$ cat src/rtl/iir_biquad_seq.sv
// rtl/iir_biquad_seq.sv - direct-form-II biquad sequencer with shared saturating MAC
module iir_biquad_seq #(
    parameter int N = 20,
    parameter int F = 14
) (
    input  logic         clk,
    input  logic         reset,
    input  logic         start,
    input  logic [N-1:0] Uk_in,
    input  logic [N-1:0] muxS,
    input  logic [N-1:0] muxC,
    input  logic [N-1:0] muxZ,
    output logic [2:0]   controlS,
    output logic [1:0]   controlC,
    output logic [2:0]   controlZ,
    output logic [N-1:0] Uk,
    output logic [N-1:0] fk,
    output logic [N-1:0] fk1,
    output logic [N-1:0] fk2,
    output logic [N-1:0] acum1,
    output logic [N-1:0] acum2,
    output logic [N-1:0] acum3,
    output logic [N-1:0] yk,
    output logic         busy,
    output logic         done
);

    localparam logic [2:0] IDLE = 3'd0;
    localparam logic [2:0] S1   = 3'd1;
    localparam logic [2:0] S2   = 3'd2;
    localparam logic [2:0] S3   = 3'd3;
    localparam logic [2:0] S4   = 3'd4;
    localparam logic [2:0] S5   = 3'd5;
    localparam logic [2:0] UPD  = 3'd6;

    logic [2:0] state;
    logic [2:0] next_state;

    logic signed [2*N-1:0] prod;
    logic signed [2*N-1:0] prod_sh;
    logic signed [2*N:0]   sum;
    logic        [N-1:0]   mac;

    // Full-width product and sum; only the final result is clamped to N bits.
    always_comb begin
        prod    = $signed(muxS) * $signed(muxC);
        prod_sh = prod >>> F;
        sum     = $signed({{(N+1){muxZ[N-1]}}, muxZ}) + $signed({prod_sh[2*N-1], prod_sh});
        if (sum[2*N:N-1] == {(N+2){sum[2*N]}}) begin
            mac = sum[N-1:0];
        end else if (sum[2*N]) begin
            mac = {1'b1, {(N-1){1'b0}}};
        end else begin
            mac = {1'b0, {(N-1){1'b1}}};
        end
    end

    always_comb begin
        next_state = IDLE;
        case (state)
            IDLE:    next_state = start ? S1 : IDLE;
            S1:      next_state = S2;
            S2:      next_state = S3;
            S3:      next_state = S4;
            S4:      next_state = S5;
            S5:      next_state = UPD;
            default: next_state = IDLE;
        endcase
    end

    // {controlS, controlC, controlZ} presented during each step
    function automatic logic [7:0] ctl_of(input logic [2:0] s);
        case (s)
            S1:      ctl_of = 8'b001_01_001;
            S2:      ctl_of = 8'b010_10_011;
            S3:      ctl_of = 8'b011_11_000;
            S4:      ctl_of = 8'b100_01_101;
            S5:      ctl_of = 8'b101_10_011;
            default: ctl_of = 8'b000_00_000;
        endcase
    endfunction

    always_ff @(posedge clk) begin
        if (reset) begin
            state    <= IDLE;
            controlS <= '0;
            controlC <= '0;
            controlZ <= '0;
            Uk       <= '0;
            fk       <= '0;
            fk1      <= '0;
            fk2      <= '0;
            acum1    <= '0;
            acum2    <= '0;
            acum3    <= '0;
            yk       <= '0;
            busy     <= 1'b0;
            done     <= 1'b0;
        end else begin
            state                          <= next_state;
            {controlS, controlC, controlZ} <= ctl_of(next_state);
            busy                           <= (next_state != IDLE);
            done                           <= (state == UPD);
            case (state)
                IDLE: if (start) Uk <= Uk_in;
                S1:   acum1 <= mac;
                S2: begin
                    acum2 <= mac;
                    fk    <= mac;
                end
                S3:   acum3 <= mac;
                S4:   acum1 <= mac;
                S5:   yk    <= mac;
                UPD: begin
                    fk2 <= fk1;
                    fk1 <= fk;
                end
                default: ;
            endcase
        end
    end

endmodule

$ cat config.mk
export PLATFORM = sky130hd
export DESIGN_NAME = iir_biquad_seq
export DESIGN_NICKNAME = d
export VERILOG_FILES = /design/src/rtl/iir_biquad_seq.sv
export SDC_FILE = /design/constraint.sdc
export NUM_CORES = 1
export LEC_CHECK = 0
export ABC_AREA = 0
export CORE_UTILIZATION = 50
export CTS_BUF_LIST = sky130_fd_sc_hd__clkbuf_4 sky130_fd_sc_hd__clkbuf_8
export DETAILED_ROUTE_END_ITERATION = 6
export PLACE_DENSITY = 0.83
export SYNTH_ARGS = -nofsm -noshare
export SYNTH_HDL_FRONTEND = slang
export SYNTH_SLANG_ARGS = --single-unit
$ cat constraint.sdc
create_clock -name clk -period 11.18 [get_ports clk]
set_input_delay 2.795 -clock clk [delete_from_list [all_inputs] [get_ports clk]]
set_output_delay 2.795 -clock clk [all_outputs]
set_load 0.05 [all_outputs]
==> metrics.yaml <==
status:
  status: "finished with violations"
  violations: "max-capacitance violations, max-slew violations, negative setup slack"
timing:
  fmax_ghz: 0.08518
  finalClockSkew_ns: 0.02765
  final_hold_viol_count: 0
  finalMaxSlewViolations: 25
  period_needed_ns: 11.74
  setup_viol_count_final: 76
  worst_slew_pin_slew_ns: 1.506
  holdWs_ns: 0.4588
  max_slew_margin_pct: -0.4191
  timing.final.crit_share_pct: 105.0
  setup_slack_ns: -0.5597
  grt_setup_unrepaired: "true"
routing:
  drt.antenna.violating_nets: 0
  wl_per_cell_um: 20.58
  num_vias: 19020
  drt_iter0_drc: 1453
  routed_wl_um: 69840
  drc: 0
  first_pass_iters: 7
  drt-vias-per-instance: 5.605
critical_path:
  cp_slowest_cell: "fa_2"
  critPathRequiredTime_ns: 11.52
  worstSetupPathType: "input pin to flip-flop"
  cpPeakStageDelay_ns: 0.60
  arrival_ns: 12.08
  critPathBufInv: 13
  path_delay_family: "adder cells"
  crit_fanout: 8
  critPathCaptureType: "flip-flop"
  start_kind: "input pin"
  path_common_cell: "fa_1"
global_routing:
  first_global_vias: 20530
  grtUsageTotal_pct: 30.79
  grt_max_degree: 87
  grt_overflow: 0
  antenna_found_initial: 5
  grt_pass1_wl_um: 106000
synthesis:
  synthTopCellsByArea: "fa_1 (39%), dfxtp_1 (14%), inv_1 (7.8%), ha_1 (7.7%), and2_1 (6.5%)"
  synth_area_um2: 21530
  synth_area_leader_cell: "fa_1"
  ys_seq_area_share_pct: 14.22
  synth_ff_type: "dfxtp_1"
  synth_top_area_share_pct: 39.05
  synthCells: 2325
  syn_avg_cell_area_um2: 9.262
  ys_types: 68
  yosysWarningCount: 0
  async_flop_share_pct: 0
  synth.net_count: 2960
  ys_seq_elements: 153
  synth-edff-count: 0
final_layout:
  fill_cells: 2883
  syn2layout_area_growth_pct: 34.38
  finalNonFillerCells: 3394
  fin_nets: 3474
  drive_gt1_share_pct: 23.49
place:
  place_inst: 3256
  gp_congestion: 0.9247
  place_hpwl_um: 50430
  portBuffers: 252
  place_ws_ns: -1.340
floorplan:
  die_width_um: 209.5
  dieArea_um2: 43900
  start_util_pct: 50.99
  coreArea_um2: 42230
  row_count: 75
  die_y_um: 209.5
  ioPinCount: 253
min_path:
  hp-class: "flip-flop to flip-flop"
cts:
  htree_levels: 4
  ctsHoldBuffers: 0
  root_buffer: "clkbuf_8"
  cts_buffers: 17
  clockBufferDepth: 2
  cts_sinks: 153
  cts_tree: "built"
  clk_pin_slew_ns: 0.08
  clock_latency_ns: 0.47
job:
  cap_violations: 1
## sequential cells by signal, indices dropped and copies added (netlist names)
name      cells
done          1
controlZ      3
busy          1
yk           20
acum3        20
fk1          20
fk2          20
Uk           20
controlC      2
state         3
acum1        20
acum2        20
controlS      3
## logic make-up (layout without fill, tap and decap cells)
| family | after synthesis | count (layout) | share of synthesized area, % |
|---|---|---|---|
| compound gates | 295 | 297 | 10.46 |
| xor+xnor | 56 | 56 | 2.278 |
| fa+ha+maj | 552 | 552 | 46.72 |
| buf+inv | 594 | 1119 | 10.91 |
| flops | 153 | 153 | 14.22 |
| mux | 1 | 1 | 0.04649 |
| other cells | 0 | 3 | 0 |
| simple gates | 674 | 674 | 15.36 |
## routing by layer
layer	vias to the layer above	GRT usage [%]	wire, um
li1	8169	-	-
met1	9452	35.09	24700
met2	1057	54.20	35030
met3	342	5.611	5521
met4	2	17.95	4571
met5	-	0	13
## path summary, 6_finish.rpt
check | from | endpoint | slack (ns) | cells after the start
max | muxC[12] | acum2[4] | -0.56 | 40
min | fk2[4] | fk2[4] | 0.46 | 2
max reg2reg | state[2] | yk[4] | 8.27 | 5
min reg2reg | fk2[4] | fk2[4] | 0.46 | 2
## cell usage after synthesis (all sizes together), types with 4 or more instances
| cell type | n |
|---|---|
| dfxtp | 153 |
| clkbuf | 110 |
| and2 | 225 |
| a2111oi | 6 |
| nand3 | 9 |
| o221a | 64 |
| a21boi | 11 |
| a21oi | 109 |
| fa | 420 |
| and3 | 6 |
| inv | 450 |
| a21o | 25 |
| nor3 | 12 |
| buf | 34 |
| o21ai | 26 |
| o221ai | 8 |
| nor2 | 61 |
| xnor2 | 37 |
| nand4 | 7 |
| o21a | 8 |
| nand3b | 5 |
| a211oi | 12 |
| nand2b | 14 |
| xor2 | 19 |
| ha | 132 |
| o21bai | 4 |
| o211ai | 4 |
| nand2 | 311 |
| nor2b | 9 |
## area by class of cell
type | count | area [um^2] | area share [%]
Multi-Input combinational cell | 1580 | 17140 | 59.24
Timing Repair Buffer | 637 | 5926 | 20.48
Sequential cell | 153 | 3063 | 10.59
Inverter | 450 | 1689 | 5.838
Tap cell | 539 | 674.4 | 2.331
Clock buffer | 17 | 234.0 | 0.8086
Clock inverter | 15 | 198.9 | 0.6875
Antenna cell | 3 | 7.507 | 0.02594
## metrics by stage
| step | utilization, % | cell area, um^2 | TNS, ns |
|---|---|---|---|
| final | 68.52 | 28940 | -36.64 |
| after global routing | 68.52 | 28930 | -52.80 |
| after CTS | 66.76 | 28190 | -1.651 |
| after detailed placement | 62.42 | 26360 | -99.51 |
| after global placement | 62.42 | 26360 | -83.57 |
| after floorplan | - | 21590 | 0 |
## worst reg2reg max path: cells and delay by family (launching register included)
family	cells	cell delay (ns)
AOI/OAI and AO/OA	2	0.51
and+or+nand+nor	2	1.49
buffers and inverters	1	0.28
DFF	1	0.54
## layout by cell type (no fill, tap or decap), types with 9 or more instances in the layout
master and count:
ha_4 10, clkdlybuf4s50_1 213, and2_4 21, buf_12 23, buf_4 307, buf_2 15, dfxtp_1 153, nand2_1 304
fa_2 24, o221a_2 15, nand2b_1 13, inv_2 23, ha_1 120, buf_6 53, o221a_4 49, xnor2_1 35
nor3_1 9, xor2_1 19, clkbuf_8 17, a21o_1 25, and2_1 203, a21oi_1 85, a21oi_2 19, fa_1 396
inv_1 427, o21ai_0 16, nor2_1 57
## what timing repair did
action,CTS,global route
buffers inserted,70,21
resized for setup,267,140
gates cloned,9,4
setup endpoints to repair,80,80
endpoints found under the hold margin,0,0
pin swaps,113,85
Power is not shown: default switching activity piles up to over one toggle a cycle in this logic, so the estimate is an artifact.
